**src/rtl/udma_i2c_pkg.sv**
```systemverilog
// Shared I2C command opcodes (same encoding as udma_i2c_control) and arbiter state type.
package udma_i2c_pkg;

    localparam logic [3:0] I2C_CMD_START   = 4'h0;
    localparam logic [3:0] I2C_CMD_WAIT_EV = 4'h1;
    localparam logic [3:0] I2C_CMD_STOP    = 4'h2;
    localparam logic [3:0] I2C_CMD_RD_ACK  = 4'h4;
    localparam logic [3:0] I2C_CMD_RD_NACK = 4'h6;
    localparam logic [3:0] I2C_CMD_WRB     = 4'h7;
    localparam logic [3:0] I2C_CMD_WR      = 4'h8;
    localparam logic [3:0] I2C_CMD_EOT     = 4'h9;
    localparam logic [3:0] I2C_CMD_WAIT    = 4'hA;
    localparam logic [3:0] I2C_CMD_RPT     = 4'hC;
    localparam logic [3:0] I2C_CMD_CFG     = 4'hE;

    typedef enum logic [1:0] {
        ST_IDLE,
        ST_GRANTED,
        ST_ABORT
    } arb_state_e;

    function automatic logic [3:0] cmd_opcode(input logic [31:0] cmd);
        return cmd[31:28];
    endfunction

endpackage

```
**src/rtl/udma_i2c_rr_pick.sv**
```systemverilog
// Combinational round-robin first-one finder: first set bit of req_i at or above
// ptr_i, wrapping around to index 0.
module udma_i2c_rr_pick #(
    parameter int NB_REQ = 4,
    parameter int PW     = $clog2(NB_REQ)
) (
    input  logic [NB_REQ-1:0] req_i,
    input  logic [PW-1:0]     ptr_i,
    output logic [PW-1:0]     idx_o,
    output logic              found_o
);

    logic [PW:0] pos;

    // Scan offsets from the far end down so the smallest offset from ptr_i wins.
    always_comb begin
        idx_o   = '0;
        found_o = 1'b0;
        pos     = '0;
        for (int i = NB_REQ - 1; i >= 0; i--) begin
            pos = {1'b0, ptr_i} + (PW + 1)'(i);
            if (pos >= (PW + 1)'(NB_REQ))
                pos = pos - (PW + 1)'(NB_REQ);
            if (req_i[pos[PW-1:0]]) begin
                idx_o   = pos[PW-1:0];
                found_o = 1'b1;
            end
        end
    end

endmodule

```
**src/rtl/udma_i2c_cmd_arbiter.sv**
```systemverilog
// Round-robin arbiter sharing one udma_i2c_control cmd/tx/rx channel among NB_REQ
// requesters, with bus lock until EOT and a watchdog/error-driven STOP injection.
module udma_i2c_cmd_arbiter
    import udma_i2c_pkg::*;
#(
    parameter int NB_REQ      = 4,
    parameter int TIMEOUT_CYC = 1024
) (
    input  logic                   clk_i,
    input  logic                   rst_i,

    input  logic [NB_REQ-1:0][31:0] req_cmd_i,
    input  logic [NB_REQ-1:0]      req_cmd_valid_i,
    output logic [NB_REQ-1:0]      req_cmd_ready_o,
    input  logic [NB_REQ-1:0][7:0] req_tx_i,
    input  logic [NB_REQ-1:0]      req_tx_valid_i,
    output logic [NB_REQ-1:0]      req_tx_ready_o,
    output logic [7:0]             req_rx_o,
    output logic [NB_REQ-1:0]      req_rx_valid_o,
    input  logic [NB_REQ-1:0]      req_rx_ready_i,
    output logic [NB_REQ-1:0]      req_eot_o,
    output logic [NB_REQ-1:0]      req_abort_o,

    output logic [31:0]            cmd_o,
    output logic                   cmd_valid_o,
    input  logic                   cmd_ready_i,
    output logic [7:0]             tx_o,
    output logic                   tx_valid_o,
    input  logic                   tx_ready_i,
    input  logic [7:0]             rx_i,
    input  logic                   rx_valid_i,
    output logic                   rx_ready_o,
    input  logic                   eot_i,
    input  logic                   err_i,

    output logic [NB_REQ-1:0]      grant_o
);

    localparam int PW = $clog2(NB_REQ);
    localparam int WW = $clog2(TIMEOUT_CYC);
    localparam logic [WW-1:0] WD_LAST = WW'(TIMEOUT_CYC - 1);
    localparam logic [WW-1:0] WD_TRIP = WW'(TIMEOUT_CYC - 2);

    arb_state_e        state_q, state_d;
    logic [PW-1:0]     owner_q, rr_ptr_q, owner_inc, pick_idx;
    logic              pick_found;
    logic [WW-1:0]     wd_cnt_q;
    logic [NB_REQ-1:0] owner_oh;

    logic granted, own_cmd_hs, own_tx_hs, own_rx_hs, own_any_hs;
    logic eot_accept, wd_inc, wd_trip;

    udma_i2c_rr_pick #(
        .NB_REQ (NB_REQ),
        .PW     (PW)
    ) u_rr_pick (
        .req_i   (req_cmd_valid_i),
        .ptr_i   (rr_ptr_q),
        .idx_o   (pick_idx),
        .found_o (pick_found)
    );

    assign owner_oh   = NB_REQ'(1) << owner_q;
    assign owner_inc  = (owner_q == PW'(NB_REQ - 1)) ? '0 : owner_q + 1'b1;
    assign granted    = (state_q == ST_GRANTED);
    assign own_cmd_hs = granted & req_cmd_valid_i[owner_q] & cmd_ready_i;
    assign own_tx_hs  = granted & req_tx_valid_i[owner_q] & tx_ready_i;
    assign own_rx_hs  = granted & rx_valid_i & req_rx_ready_i[owner_q];
    assign own_any_hs = own_cmd_hs | own_tx_hs | own_rx_hs;
    assign eot_accept = own_cmd_hs & (cmd_opcode(req_cmd_i[owner_q]) == I2C_CMD_EOT);

    // Trip one count early so the STOP goes out exactly TIMEOUT_CYC cycles after
    // the owner's last handshake.
    assign wd_inc  = granted & cmd_ready_i & ~req_cmd_valid_i[owner_q];
    assign wd_trip = wd_inc & ~own_any_hs & (wd_cnt_q >= WD_TRIP);

    always_ff @(posedge clk_i) begin
        if (rst_i) begin
            state_q  <= ST_IDLE;
            owner_q  <= '0;
            rr_ptr_q <= '0;
            wd_cnt_q <= '0;
        end else begin
            state_q <= state_d;
            if (state_q == ST_IDLE && pick_found)
                owner_q <= pick_idx;
            if (eot_accept || (state_q == ST_ABORT && cmd_ready_i))
                rr_ptr_q <= owner_inc;
            if (!granted || own_any_hs)
                wd_cnt_q <= '0;
            else if (wd_inc && wd_cnt_q != WD_LAST)
                wd_cnt_q <= wd_cnt_q + 1'b1;
        end
    end

    always_comb begin
        state_d         = state_q;
        grant_o         = '0;
        req_cmd_ready_o = '0;
        req_tx_ready_o  = '0;
        req_rx_o        = '0;
        req_rx_valid_o  = '0;
        req_eot_o       = '0;
        req_abort_o     = '0;
        cmd_o           = '0;
        cmd_valid_o     = 1'b0;
        tx_o            = '0;
        tx_valid_o      = 1'b0;
        rx_ready_o      = 1'b0;

        case (state_q)
            ST_IDLE: begin
                if (pick_found)
                    state_d = ST_GRANTED;
            end
            ST_GRANTED: begin
                grant_o         = owner_oh;
                cmd_o           = req_cmd_i[owner_q];
                cmd_valid_o     = req_cmd_valid_i[owner_q];
                tx_o            = req_tx_i[owner_q];
                tx_valid_o      = req_tx_valid_i[owner_q];
                rx_ready_o      = req_rx_ready_i[owner_q];
                req_rx_o        = rx_i;
                req_cmd_ready_o = cmd_ready_i ? owner_oh : '0;
                req_tx_ready_o  = tx_ready_i  ? owner_oh : '0;
                req_rx_valid_o  = rx_valid_i  ? owner_oh : '0;
                req_eot_o       = eot_i       ? owner_oh : '0;
                // A release in the same cycle as an error takes precedence.
                if (eot_accept)
                    state_d = ST_IDLE;
                else if (err_i || wd_trip)
                    state_d = ST_ABORT;
            end
            ST_ABORT: begin
                // Owner is cut off; drain pending data and close the bus with STOP.
                grant_o     = owner_oh;
                cmd_o       = {I2C_CMD_STOP, 28'h0};
                cmd_valid_o = 1'b1;
                tx_valid_o  = 1'b1;
                rx_ready_o  = 1'b1;
                if (cmd_ready_i) begin
                    req_abort_o = owner_oh;
                    state_d     = ST_IDLE;
                end
            end
            default: state_d = ST_IDLE;
        endcase
    end

endmodule

```
**config.mk**
```make
export PLATFORM = sky130hd
export DESIGN_NAME = udma_i2c_cmd_arbiter
export DESIGN_NICKNAME = d
export VERILOG_FILES = /design/src/rtl/udma_i2c_pkg.sv /design/src/rtl/udma_i2c_rr_pick.sv /design/src/rtl/udma_i2c_cmd_arbiter.sv
export SDC_FILE = /design/constraint.sdc
export NUM_CORES = 1
export LEC_CHECK = 0
export CAP_MARGIN = 20
export CORE_AREA = 2 2 102 104
export CTS_CLUSTER_SIZE = 8
export DETAILED_ROUTE_END_ITERATION = 8
export DIE_AREA = 0 0 104 106
export GPL_ROUTABILITY_DRIVEN = 0
export PLACE_DENSITY = 0.72
export SLEW_MARGIN = 20
export SYNTH_ARGS = -nofsm -noshare
export SYNTH_HDL_FRONTEND = slang
export SYNTH_SLANG_ARGS = --single-unit
export TNS_END_PERCENT = 10
```
**constraint.sdc**
```tcl
create_clock -name clk_i -period 2.6 [get_ports clk_i]
set_input_delay 0.65 -clock clk_i [delete_from_list [all_inputs] [get_ports clk_i]]
set_output_delay 0.65 -clock clk_i [all_outputs]
set_load 0.05 [all_outputs]
```
Word level (Yosys, flattened, before mapping)
Cells that the tools add are included.

Register bits after elaboration: 16. Input bits: 187. Output and inout port bits: 75. Logic and storage cells: 110.

$add $sub $neg: 9. Order comparisons: 10. Equal/unequal tests: 8. Shift operators: 1. Muxes and demuxes: 52. Bitwise logic cells: 15. Reductions and logical operators: 11.

Operators by type and width (number): $bmux W32 S2 (1); $pmux W32 S2 (1); $mux W4 (10); $mux W32 (1); $mux W2 (13); $mux W8 (3); $bmux W8 S2 (1); $lt A2 B3 Y1 const B (5); $bmux W1 S2 (7); $and A1 B1 Y1 (11); $mux W1 (11); $add A10 B1 Y10 const B (1); $ge A10 B10 Y1 const B (1); $ne A10 B10 Y1 const B (1); $ge A3 B3 Y1 const B (3); $sub A2 B1 Y2 const B (4); $add A2 B2 Y3 const B (2); $pmux W1 S2 (3); $pmux W2 S3 (1); $eq A2 B2 Y1 const B (2); $eq A4 B4 Y1 const B (1); $ne A2 B2 Y1 const B (2); $reduce_or A2 Y1 (2); $shl A1 B2 Y4 const A (1); 12 further kinds (18).

Logic depth before layout (Yosys ltp)
Gate-level depths: netlist (run 1).

Depth after elaboration: 13. Gate-level depth with buffers: 8.

By module
From an unflattened synthesis (run 1), not the netlist that was laid out.

Cell total of the unflattened synthesis: 266. Area, all modules: 2578.7 µm².

Modules (own cells, without submodules): udma_i2c_cmd_arbiter (times used 1, cells an instance 253, area an instance 2501.1 µm²); udma_i2c_rr_pick (times used 1, cells an instance 13, area an instance 77.6 µm²).

Least setup slack after synthesis (run 1)
OpenSTA, ideal clock, no wires.

Path kind: register -> output. Start point: register owner_q[1]. End point: output port cmd_o[16]. Arrival time: 2.002 ns. Data required time: 1.950 ns. Setup slack: -0.052 ns. Cell stages (with the launch flop): 6. Buffers on the path: 3. Cells stage by stage: dfxtp_1 > clkbuf_1 > clkbuf_1 > clkbuf_1 > mux4_2 > and2_1.

Longest elaborated chain between the ends: 3.

Ends and longest elaborated chain: start, declared (RTL line udma_i2c_cmd_arbiter.sv:45) `logic [PW-1:0] owner_q, rr_ptr_q, owner_inc, pick_idx;`; start signal, assigned (RTL line udma_i2c_cmd_arbiter.sv:86) `owner_q <= pick_idx;`; $bmux W32 S2 (RTL line udma_i2c_cmd_arbiter.sv:118) `cmd_o = req_cmd_i[owner_q];`; $mux W32 (not written as such) (RTL line udma_i2c_cmd_arbiter.sv:118); $pmux W32 S2 (RTL line udma_i2c_cmd_arbiter.sv:111) `case (state_q)`; end, declared (RTL line udma_i2c_cmd_arbiter.sv:24) `output logic [31:0] cmd_o,`.

Every way passes these cells. The select of a mux whose other input is x is not followed.

Worst setup path after layout (run 1)
Start point: input port req_tx_valid_i[1]. End point: output port tx_valid_o.

Longest elaborated chain between the ends: 3.

Ends and longest elaborated chain: start, declared (RTL line udma_i2c_cmd_arbiter.sv:16) `input logic [NB_REQ-1:0] req_tx_valid_i,`; $bmux W1 S2 (RTL line udma_i2c_cmd_arbiter.sv:121) `tx_valid_o = req_tx_valid_i[owner_q];`; $mux W1 (not written as such) (RTL line udma_i2c_cmd_arbiter.sv:121); $pmux W1 S2 (RTL line udma_i2c_cmd_arbiter.sv:111); end, declared (RTL line udma_i2c_cmd_arbiter.sv:28) `output logic tx_valid_o,`.

Every way passes these cells. The select of a mux whose other input is x is not followed.

==> results of run 1 <==
-- synthesized netlist by cell type (2+ instances only) --
cell type	number
dfxtp_1	16
mux4_2	43
nor2_1	16
nand2_1	8
and2_1	54
nor4_1	2
clkbuf_1	13
a21oi_1	9
a32oi_1	2
o21ai_0	3
nor2b_1	3
and4_1	3
buf_2	4
xor2_1	8
nand4_1	6
ha_1	9
mux2i_1	3
buf_1	2
inv_1	10
a22o_1	2
and3_1	21
-- routing by layer --
| layer | share of wire [%] | up-vias | GRT usage, % |
|---|---|---|---|
| met5 | 0.36 | - | 0 |
| li1 | - | 1493 | - |
| met1 | 35 | 1566 | 26.8 |
| met4 | 3.7 | 8 | 8.98 |
| met2 | 48 | 209 | 42.6 |
| met3 | 13 | 42 | 12.7 |
-- state kept, by name (all words and copies together) (netlist names) --
register and cells:
wd_cnt_q 10, rr_ptr_q 2, state_q 2, owner_q 2
-- cell type report --
class                   count  share of cell area (%)
multi-input cells         206                    33.8
flip-flops and latches     16                    5.31
inverters                  10                   0.613
clock buffers               4                   0.899
diodes                      2                  0.0817
repair buffers            287                    56.5
well taps                 136                    2.78
-- worst register-to-register path, stage by stage (launching register included) --
cell and delay (ps):
dfxtp_4 490, mux4_2 620, a32oi_1 280, or4b_1 530, buf_4 180, nor2_1 120
-- what timing repair did --
item                       CTS  global route
pin swaps                    4             1
resized for setup           14            15
setup endpoints to repair   23            15
gates cloned                 0             0
buffers inserted             3             0
-- metrics by stage --
stage	util [%]	setup slack [ps]
floorplan	-	58.3
global placement	59.8	-92.6
global route	61.2	-49.0
detailed placement	59.8	-107
CTS	60.7	-20.0
finish	61.2	-11.6
-- how the worst min path moves through the flow --
stage	from	endpoint	slack, ps	depth (start not counted)
3_3_place_gp	state_q[0]	state_q[0]	470	2
6_report	state_q[0]	state_q[0]	510	2
4_1_cts	rr_ptr_q[0]	rr_ptr_q[0]	500	2
5_1_grt	rr_ptr_q[0]	rr_ptr_q[0]	540	2
2_1_floorplan	rr_ptr_q[0]	rr_ptr_q[0]	440	2
3_5_place_dp	rr_ptr_q[0]	rr_ptr_q[0]	490	2
-- where the power goes --
part           total [uW]  switching, uW  internal, uW
sequential            277           19.7           257
clock                 222           87.2           134
combinational        1900            926           974
total                2400           1030          1370
-- kinds of logic after synthesis --
family	share of synthesized area (%)
buf+inv	5.32
xor+xnor	3.16
compound gates	6.02
mux	40.0
flops	12.8
simple gates	28.1
fa+ha+maj	4.52
==> results_dict.tcl, run 1 <==
set metrics [dict create \
    final.fill_count 814 \
    max-clock-path-buffers 2 \
    rsz0062_at_grt "yes" \
    reg2reg_from "owner_q[0]" \
    die_w_um 104 \
    criticalPathCategory "primary input to output port" \
    violations "setup timing" \
    first_global_vias 3632 \
    synth_area_leaders "mux4_2, and2_1, dfxtp_1, and3_1, ha_1" \
    finalSetupTns_ps -11.6 \
    placed_cell_area_sq_um 5980 \
    mostFrequentLayoutCells "clkdlybuf4s50_1, buf_12, mux4_2" \
    maxSlewHeadroom_pct 70.3 \
    start_util_pct 24.9 \
    cellPowerDensity_nw_per_um2 392 \
    critPathCaptureType "output port" \
    cpLargestDelayFamily "buffers and inverters" \
    status "finished, violations left" \
    cp_num_cells 5 \
    htree_levels 1 \
    cp.buffers_inverters 2 \
    fin_ws_ps -11.6 \
    fin_skew_ps 4.96 \
    netlist_area_sq_um 2490 \
    finalPower_uw 2400 \
    area_delta_synth_final_pct 146 \
    cp_max_fo 2 \
    synth_cells 253 \
    overflow 0 \
    worst_slew_pin_slew_ps 445 \
    finalWorstPathRequiredPeriod_ps 2610 \
    crit_end "tx_valid_o" \
    cts_sinks 16 \
    seq_area_frac_synth_pct 12.8 \
    worstSetupStartpointType "primary input" \
    ant_nets 0 \
    power_leakage_uw 0.00245 \
    first_iter_violations 166 \
    multi_input_area_sq_um 2070 \
    final_common_cell "clkdlybuf4s50_1" \
    yosys_warnings 0 \
    setup_violations 1 \
    startpoint "req_tx_valid_i[1]" \
    layout.nets 720 \
    grt_antenna_before_repair 6 \
    dieArea_sq_um 11000 \
    fmax_mhz 383 \
    drc_errors 0 \
    crit_required_ps 1950 \
    wl_mm 13.9 \
    io_buffers 261 \
    io_pins 262 \
    dp.cells 652 \
    regArea_sq_um 325 \
    avgSynthCellArea_sq_um 9.86 \
    critPathMaxStageDelay_ps 510 \
    clkSlewWorstSetupHoldPaths_ps 60 \
    grt_usage_pct 25.0 \
    vias 3318 \
    ir_drop_uv 235 \
    viasPerCell 5.02 \
    synth_top_cell_area_share_pct 38.8 \
    cts_buffers 3 \
    slowest_stage "mux4_2" \
    syn_nets 449 \
    ys_types 37 \
    cts_hold_buffers 0 \
    drv_slew 0 \
    fin_cells 661 \
    die-height_um 106 \
    r2r_cells 5 \
    clk_root_buffer_cell "clkbuf_8" \
    hp-class "register to register" \
    synth-seq-cells 16 \
    cp_data_arrival_time_ps 1960 \
    worstSkewPairLatency_ps 250 \
    wl_per_cell_um 21.0 \
    fin_crit_sh_pct 100 \
    grt_start_max_net_pins 28 \
    firstDrtPassIters 4 \
    cts_tree "done" \
    finalHoldWorstSlack_ps 505 \
    hold_viol_final 0 \
    final_area_sq_um 6120 \
    grt_pass1_wl_mm 21.0 \
    regToRegEndpoint "wd_cnt_q[9]" \
    hpwl_mm 12.2 \
    maxCapViolCount 0 \
    cp_cell_sequence "clkdlybuf4s50_1 > mux4_2 > a21oi_2 > nor2b_1 > buf_6" \
    synthArstFlopShare_pct 0 \
    yosys.area.top_type "mux4_2" \
    drive_gt1_share_pct 31.7 \
    synth_edf_count 0 \
    fp-row-count 37 \
    r2r_slack_ps 300 \
    core-area_sq_um 10000 \
    yosys_most_used_dff "dfxtp_1" \
]
Power figures use the tool's default switching activity.
==> run 2, diff against run 1 <==
--- a/config.mk
+++ b/config.mk
@@ -10,7 +10,6 @@
 export CTS_CLUSTER_SIZE = 8
 export DETAILED_ROUTE_END_ITERATION = 8
 export DIE_AREA = 0 0 104 106
-export GPL_ROUTABILITY_DRIVEN = 0
 export PLACE_DENSITY = 0.72
 export SLEW_MARGIN = 20
 export SYNTH_ARGS = -nofsm -noshare
==> results of run 2 <==
Same layout as run 1: the final DEF is identical, and so are final timing and power.
==> run 3, diff against run 2 <==
--- a/config.mk
+++ b/config.mk
@@ -10,9 +10,10 @@
 export CTS_CLUSTER_SIZE = 8
 export DETAILED_ROUTE_END_ITERATION = 8
 export DIE_AREA = 0 0 104 106
-export PLACE_DENSITY = 0.72
+export PLACE_DENSITY = 0.73
 export SLEW_MARGIN = 20
 export SYNTH_ARGS = -nofsm -noshare
 export SYNTH_HDL_FRONTEND = slang
+export SYNTH_HIERARCHICAL = 1
 export SYNTH_SLANG_ARGS = --single-unit
 export TNS_END_PERCENT = 10
==> constraint.sdc (replaced) <==
create_clock -name clk_i -period 3 [get_ports clk_i]
set_input_delay 0.75 -clock clk_i [delete_from_list [all_inputs] [get_ports clk_i]]
set_output_delay 0.75 -clock clk_i [all_outputs]
set_load 0.05 [all_outputs]
==> run 3 against run 2 <==
Critical endpoint is now cmd_o[29]. Combinational power shrank 16%. Synthesized cell count grew 5.1%. Register-to-register slack better by 200 ps. The flow now finishes without violations.
==> results_dict.tcl, run 3 <==
set metrics [dict create \
    status "finished, final reports clean" \
    synth_common_cells "mux4_2, nor2b_1, and2_1, and3_1, nand2_1" \
    max-clock-path-buffers 2 \
    synth-seq-cells 16 \
    mostFrequentLayoutCells "clkdlybuf4s50_1, buf_12, mux4_2" \
    yosys_warnings 6 \
    cts_sinks 16 \
    syn_nets 462 \
    first_iter_violations 166 \
    dr.max_layer_used "met4" \
    cts_tree "done" \
    worstSetupStartpointType "primary input" \
    startpoint "req_cmd_i[93]" \
    finalSetupTns_ps 0 \
    wl_mm 13.3 \
    ir_drop_uv 329 \
    synth_edf_count 0 \
    io_pins 262 \
    synth_top_cell_area_share_pct 34.1 \
    vias 3269 \
    hpwl_mm 11.2 \
    yosys_most_used_dff "dfxtp_1" \
    drt-met1-wl_mm 5.15 \
    drive_gt1_share_pct 26.6 \
    met2_length_mm 6.78 \
    htree_levels 1 \
    netlist_area_sq_um 2580 \
    seq_area_frac_synth_pct 12.4 \
    criticalPathCategory "primary input to output port" \
    cellPowerDensity_nw_per_um2 340 \
    fmax_mhz 345 \
    drv_slew 0 \
    cp_max_fo 2 \
    synth_cells 266 \
    largest_register_ffs 10 \
    setup_violations 0 \
    cp_data_arrival_time_ps 2150 \
    grt_usage_pct 23.3 \
    dr_wl_met3_um 914 \
    place.gp.congestion 0.915 \
    wl_per_cell_um 20.1 \
    hold_start "state_q[0]" \
    finalPower_uw 2050 \
    io_buffers 261 \
    grt_start_max_net_pins 51 \
    core-area_sq_um 10000 \
    clk_root_buffer_cell "clkbuf_8" \
    maxSlewHeadroom_pct 63.8 \
    crit_required_ps 2250 \
    area_delta_synth_final_pct 134 \
    layout.nets 720 \
    yosys.area.top_type "mux4_2" \
    synth.most_common_cell "mux4_2" \
    ant_nets 0 \
    first_global_vias 3415 \
    hp-class "register to register" \
    overflow 0 \
    rsz0062_at_grt "no" \
    power_leakage_uw 0.00230 \
    hold_viol_final 0 \
    fin_skew_ps 4.17 \
    grt_antenna_before_repair 1 \
    synth_area_leaders "mux4_2, dfxtp_1, nor2b_1, and2_1, and3_1" \
    grt_pass1_wl_mm 20.2 \
    drc_errors 0 \
    critPathCaptureType "output port" \
    worst_slew_pin_slew_ps 543 \
    post_cts_resized 0 \
    cts_hold_buffers 0 \
    post-cts-setup-buffers 0 \
    worstSkewPairLatency_ps 250 \
    maxCapViolCount 0 \
    reg2reg_from "owner_q[0]" \
    fp-row-count 37 \
    start_util_pct 25.8 \
    top_register "wd_cnt_q" \
    viasPerCell 4.95 \
    fin_crit_sh_pct 96.7 \
    firstDrtPassIters 4 \
    die_w_um 104 \
    cts_buffers 3 \
    die-height_um 106 \
    clkSlewWorstSetupHoldPaths_ps 70 \
    final_common_cell "clkdlybuf4s50_1" \
    finalWorstPathRequiredPeriod_ps 2900 \
    dieArea_sq_um 11000 \
    ys_types 38 \
    avgSynthCellArea_sq_um 9.69 \
    synthArstFlopShare_pct 0 \
]
-- run 3: cell count changes after synthesis, moves of 9 or more --
| cell | before | now |
|---|---|---|
| nor2b_1 | 3 | 29 |
| nand3_1 | 1 | 10 |
| nand2_1 | 8 | 17 |
| and2_1 | 54 | 22 |
-- run 3: layer usage --
metal / global-route usage (%) / vias up
li1: - / 1512
met1: 27.7 / 1609
met2: 41.7 / 123
met3: 5.52 / 25
met4: 6.76 / 0
met5: 0 / -
-- run 3: cell type report --
type / count / area [sq um]
antenna: 1 / 2.50
clock buffer: 4 / 55.1
fill: 833 / 3970
inverter: 8 / 30.0
multi-input combinational: 221 / 2140
sequential: 16 / 325
tap: 136 / 170
timing repair buffer: 274 / 3310
-- run 3: worst paths after layout --
check	to	slack (ps)	depth (start not counted)
worst min-delay path	state_q[0]	500	2
worst min register to register	state_q[0]	500	2
worst max register to register	rr_ptr_q[0]	500	6
worst max-delay path	cmd_o[29]	100	5
-- run 3: critical path, stage by stage --
cell             delay (ps)
clkdlybuf4s50_1         440
mux4_1                  580
nand3_1                 120
nand2_1                  60
buf_4                   200
-- run 3: cell families (layout without fill, tap and decap cells) --
| family | after synthesis | in the layout | synth area share [%] |
|---|---|---|---|
| other cells | 0 | 1 | 0 |
| simple gates | 134 | 134 | 30.0 |
| buf+inv | 29 | 286 | 4.71 |
| xor+xnor | 7 | 7 | 2.38 |
| flops | 16 | 16 | 12.4 |
| fa+ha+maj | 9 | 9 | 4.37 |
| compound gates | 22 | 22 | 6.26 |
| mux | 49 | 49 | 39.9 |
-- run 3: power by group --
| part | leakage [uW] | internal, uW | switching, uW |
|---|---|---|---|
| logic | 0.00214 | 812 | 791 |
| clock network | 0.0000288 | 117 | 78.0 |
| registers | 0.000131 | 223 | 31.6 |
-- run 3: metrics by stage --
step                      util, %  hold slack [ps]  area, sq um  cells  setup WS [ps]
after floorplan                 -              454         2580    266          -12.3
after global placement       59.7              471         5970    655            116
after detailed placement     59.7              496         5970    655           69.0
after CTS                    60.3              505         6030    659           91.2
after global routing         60.3              534         6030    660           25.9
final                        60.3              504         6030    660           99.3
